==> src/rtl/sat_counter.sv <==
// Up-counter that sticks at all-ones; clear wins over increment.
module sat_counter #(
    parameter int W = 32
) (
    input  logic         clock,
    input  logic         reset_n,
    input  logic         inc,
    input  logic         clear,
    output logic [W-1:0] count
);

    always_ff @(posedge clock or negedge reset_n) begin
        if (!reset_n) begin
            count <= '0;
        end else if (clear) begin
            count <= '0;
        end else if (inc && (count != '1)) begin
            count <= count + W'(1);
        end
    end

endmodule

==> config.mk <==
export PLATFORM = sky130hd
export DESIGN_NAME = sat_counter
export DESIGN_NICKNAME = d
export VERILOG_FILES = /design/src/rtl/sat_counter.sv
export SDC_FILE = /design/constraint.sdc
export NUM_CORES = 1
export LEC_CHECK = 0
export ABC_AREA = 1
export CAP_MARGIN = 20
export CORE_ASPECT_RATIO = 0.6
export CORE_UTILIZATION = 34
export DETAILED_ROUTE_END_ITERATION = 10
export PLACE_DENSITY = 0.58
export RECOVER_POWER = 50
export SLEW_MARGIN = 10
export SYNTH_ARGS = -nofsm -noshare
export SYNTH_HDL_FRONTEND = slang
export SYNTH_SLANG_ARGS = --single-unit
==> constraint.sdc <==
create_clock -name clock -period 2 [get_ports clock]
set_clock_uncertainty 0.15 [all_clocks]
set_input_delay 0.4 -clock clock [delete_from_list [all_inputs] [get_ports clock]]
set_output_delay 0.4 -clock clock [all_outputs]
set_load 0.02 [all_outputs]
==> impl_metrics.ini, run 1 <==
[finish]
fill_cells = 639
syn_to_final_growth_pct = 31.29
diodes = 0
regArea_sq_um = 803.3
largest_registers = count: 32 flops
utilization_pct = 47.14
layout.nets = 410
largest_reg_flops = 32
multi_input_area_sq_um = 1275
drive_above_1_share_pct = 13.55
top_register = count

[setup_path]
end_kind = output port
required_ns = 1.45
critPathBufInv = 1
start_kind = flip-flop
slowest_stage = clkdlybuf4s50_1
path_class = reg2out
r2r-start = count[0]
startpoint = count[15]
path_cells = clkdlybuf4s50_1
cp_top_family = buffers and inverters
arrival_ns = 1.39
cp_max_fo = 5
slowest_delay_ns = 0.65

[logic_synthesis]
yosysUniqueCellTypes = 26
ys_top_cells_by_count = nand2_1, nor2_1, nand3_1
synth_area_leaders = dfrtp_1, nand2_1, nor2_1
syn_inst = 345
syn_nets = 350
ys_seq_area_share_pct = 35.69
ys_async_sr_fraction_pct = 100.0
ys_warn_count = 0
ys_ff_latch = 32
yosysMostFrequentCell = nand2_1
synth_ff_type = dfrtp_1
post-synth-top-area-cell = dfrtp_1
synth_edf_count = 0
netlist_area_sq_um = 2243
yosys.area.top_type_share_pct = 35.69
syn_avg_cell_area_sq_um = 6.503

[sta]
slew_headroom_pct = 44.42
min_period_ns = 1.941
hold_viol = 0
whs_ns = 0.4060
drv_slew = 0
tightest_slew_ns = 0.8337
setup_viol = 0
post-route-period-util_pct = 97.07
fin_tns_setup_ns = 0
fmax_mhz = 515.1
rsz0062_at_grt = no

[drt]
viasPerCell = 4.749
ant_nets = 0
num_vias = 2327
drc = 0
drt_wl_total_mm = 6.728
drt-wirelength-per-cell_um = 13.73
first_pass_iters = 5
drt_iter0_drc = 203

[floorplan]
ios = 36
die_area_sq_um = 6938
row_count = 22
die_y_um = 64.92
core_area_sq_um = 6248
fp.dieW_um = 106.9
initial_utilization_pct = 35.90

[power_and_ir_drop]
irDropWorstVdd_mv = 0.2118
power_density_nw_per_um2 = 438.9
power_leakage_nw = 1.340

[run]
cap_violations = 0

[global_route]
grt_pass1_wl_mm = 10.73
track_usage_pct = 20.51
grt_overflow_total = 0
antenna_found_initial = 0
grt_pass1_vias = 2033
grt_max_degree = 33

[clock_network]
root_buffer = clkbuf_8
clockBufferDepth = 2
h-tree-depth = 2
clkLatencyLatePin_ns = 0.29
clkTransAtPathRegs_ns = 0.07
tritoncts = done
cts.sinks = 32
cts_hold_buf = 0
cts_buffers = 5

[hold_path]
hp-class = reg2reg
hold_start = count[24]

[status]
status = completed

[place]
dp_hpwl_mm = 5.095
routabilityCongestion = 0.8684
portBuffers = 35
-- through the flow --
step           total power, mW  instance area (sq um)  instances  setup slack [ns]
6_report                 1.293                   2945        490           0.05866
5_1_grt                  1.353                   2945        490         0.0006731
4_1_cts                  1.314                   2935        488          0.002796
3_5_place_dp            0.7757                   2843        480            0.1301
3_3_place_gp            0.7749                   2843        480            0.1397
2_1_floorplan           0.7169                   2243        345           0.06936
-- per-layer routing --
layer  wire, um  GRT usage, %  vias up
met2       2559         26.94       72
met3        411         3.924        2
met5          0             0        -
li1           -             -     1202
met4         19         3.767        0
met1       3737         33.44     1051
-- kinds of logic after synthesis --
kind of cell,after synthesis,share of synthesized area [%]
AO/OA/AOI/OAI,19,4.351
XOR/XNOR,9,3.513
adder cells (fa/ha/maj),1,0.5576
buffers and inverters,39,7.919
flip-flops,32,35.69
AND/OR/NAND/NOR,245,47.96
-- layout by cell type, fill, tap and decap left out --
cell type | Yosys | layout
a21oi_1 | 4 | 4
a22oi_1 | 1 | 1
buf_12 | 0 | 2
buf_4 | 0 | 22
clkbuf_1 | 2 | 2
clkbuf_2 | 0 | 2
clkbuf_8 | 0 | 6
clkdlybuf4s50_1 | 0 | 30
clkinv_2 | 0 | 2
dfrtp_1 | 32 | 30
dfrtp_2 | 0 | 2
dlygate4sd3_1 | 0 | 3
ha_2 | 0 | 1
inv_1 | 29 | 29
inv_2 | 2 | 2
nand2_1 | 135 | 135
nand2_2 | 3 | 3
nand2_4 | 3 | 3
nand2_8 | 1 | 1
nand3_1 | 34 | 34
nand3b_1 | 1 | 1
nand4_1 | 8 | 8
nor2_1 | 52 | 51
nor2_2 | 4 | 4
nor2_4 | 2 | 3
nor2_8 | 1 | 1
o21ai_0 | 4 | 4
o21ai_1 | 10 | 10
or2_2 | 1 | 1
xnor2_1 | 4 | 4
xor2_1 | 5 | 5
-- repair_timing --
| item | in CTS | in global routing |
|---|---|---|
| gates resized for setup | 0 | 7 |
| setup endpoints to repair | 0 | 16 |
| setup buffers | 0 | 2 |
-- cell type report --
class                   instances  share of cell area, %
repair buffers                 61                  18.78
multi-input cells             274                  43.29
inverters                      31                  3.951
well taps                      84                  3.568
clock buffers                   6                  2.804
clock inverters                 2                 0.3398
flip-flops and latches         32                  27.27
-- path summary, 6_finish.rpt --
kind | cells after the start | slack (ns) | endpoint
min in group asynchronous | 2 | 0.60 | count[21]
max in group asynchronous | 2 | 0.53 | count[24]
hold / removal | 2 | 0.41 | count[24]
setup / recovery | 1 | 0.06 | count[15]
setup reg to reg | 12 | 0.13 | count[28]
hold reg to reg | 2 | 0.41 | count[24]
-- report_power, final --
part           total (mW)  internal [mW]  switching [mW]
Sequential          0.653          0.650         0.00284
Clock               0.532          0.275           0.257
Combinational       0.108         0.0389          0.0692
Total                1.29          0.964           0.329
Power figures use the tool's default switching activity.
==> run 2: changes to the inputs <==
Settings changed: CAP_MARGIN 20 to not set, PLACE_DENSITY 0.58 to 0.57.
==> run 2 against run 1 <==
Clock power shrank 1%. Via count grew 1.2%. Flip-flop and latch count is the same. Final area grew 1.7%. Maximum frequency shrank 0.62%. First-iteration DRC count shrank 47%. Worst hold slack is essentially flat. Total power shrank 0.61%. Utilization grew 0.78 points. Register-to-register slack is essentially flat. Critical path type unchanged. Largest cell class unchanged. Highest routed layer unchanged.
==> impl_metrics.ini, run 2 (synthesized netlist as in run 1, its figures left out) <==
[status]
status = completed

[sta]
tightest_slew_ns = 0.8349
hold_viol = 0
drv_slew = 0
fmax_mhz = 511.9
slew_headroom_pct = 44.34
min_period_ns = 1.953
setup_slack_ns = 0.04657
post-route-period-util_pct = 97.67
setup_viol = 0
fin_tns_setup_ns = 0

[setup_path]
cp_top_family = buffers and inverters
arrival_ns = 1.40
required_ns = 1.45
path_class = reg2out
path_depth = 1
r2r_cells = 10
critPathBufInv = 1
start_kind = flip-flop
slowest_delay_ns = 0.65
path_cells = clkdlybuf4s50_1
slowest_stage = clkdlybuf4s50_1
cp_max_fo = 5
end_kind = output port

[place]
place_ws_ns = 0.1171
portBuffers = 35
routabilityCongestion = 0.8902
dp_hpwl_mm = 5.290
dp_cells = 490

[finish]
stdcell_count = 498
top_register = count
final_common_cell = nand2_1
diodes = 0
layout.nets = 418
drive_above_1_share_pct = 15.22
largest_registers = count: 32 flops
largest_reg_flops = 32
syn_to_final_growth_pct = 33.46
final_cell_mix = nand2_1, nor2_1, nand3_1
fill_cells = 663

[drt]
drt-wirelength-per-cell_um = 13.76
num_vias = 2356
first_pass_iters = 4
drt_iter0_drc = 108
viasPerCell = 4.731
drt_wl_total_mm = 6.853
drc = 0
ant_nets = 0

[global_route]
grt_overflow_total = 0
track_usage_pct = 21.63
grt_pass1_wl_mm = 11.06
grt_max_degree = 33
grt_pass1_vias = 2126
antenna_found_initial = 0

[clock_network]
h-tree-depth = 2
clkLatencyLatePin_ns = 0.29
cts_buffers = 5
cts.sinks = 32
tritoncts = done
cts_hold_buf = 0
clockBufferDepth = 2
root_buffer = clkbuf_8
clkTransAtPathRegs_ns = 0.07

[power_and_ir_drop]
irDropWorstVdd_mv = 0.2061
power_density_nw_per_um2 = 429.2
power_leakage_nw = 1.363

[hold_path]
hp-class = reg2reg
hold-path-cell-count = 2

[floorplan]
ios = 36
core_area_sq_um = 6248
initial_utilization_pct = 35.90
row_count = 22
die_area_sq_um = 6938
die_y_um = 64.92
fp.dieW_um = 106.9

[run]
cap_violations = 0
==> run 2: cell types whose count changed in the layout (fill, tap and decap cells not counted), moves of 2 or more <==
cell,before,now
dfrtp_2,2,4
dfrtp_1,30,28
clkbuf_1,2,5
clkinv_2,2,0
dlygate4sd3_1,3,1
buf_4,22,32
==> run 2: stage by stage <==
| stage | instance area (sq um) | util [%] | total power [mW] | hold WS, ns |
|---|---|---|---|---|
| after CTS | 2995 | 47.94 | 1.308 | 0.3829 |
| after global routing | 2994 | 47.92 | 1.349 | 0.4398 |
| after floorplan | 2243 | - | 0.7169 | -0.04559 |
| final | 2994 | 47.92 | 1.285 | 0.4056 |
| after global placement | 2905 | 46.50 | 0.7732 | 0.4064 |
| after detailed placement | 2905 | 46.50 | 0.7746 | 0.4059 |
==> run 2: where the power goes <==
part | switching [mW] | internal (mW) | total [mW]
Combinational | 0.0690 | 0.0375 | 0.106
Clock | 0.245 | 0.281 | 0.525
Sequential | 0.00255 | 0.651 | 0.653
Total | 0.316 | 0.969 | 1.28
==> run 2: layout make-up <==
| type | instances | area (sq um) | area share [%] |
|---|---|---|---|
| flip-flops and latches | 32 | 805.8 | 26.91 |
| repair buffers | 69 | 596.8 | 19.93 |
| multi-input cells | 274 | 1280 | 42.75 |
| inverters | 31 | 116.4 | 3.886 |
| clock buffers | 8 | 90.09 | 3.009 |
| well taps | 84 | 105.1 | 3.510 |
==> run 2: worst paths after layout <==
check | start | end | slack (ns)
setup / recovery | count[15] | count[15] | 0.05
hold reg to reg | count[12] | count[12] | 0.41
min in group asynchronous | reset_n | count[2] | 0.59
max in group asynchronous | reset_n | count[11] | 0.53
hold / removal | count[12] | count[12] | 0.41
setup reg to reg | count[0] | count[14] | 0.12
==> run 2: layer usage <==
layer	wire length [um]	part of all wire, %	vias up	GRT usage [%]
met2	2519	37	64	27.98
met3	441	6.4	8	4.728
met1	3811	56	1061	34.26
li1	-	-	1223	-
met4	80	1.2	0	6.678
met5	0	0	-	0
==> run 2: timing repair <==
item,in CTS,in global routing
buffers inserted,0,0
resized for setup,0,11
endpoints found under the setup margin,0,29
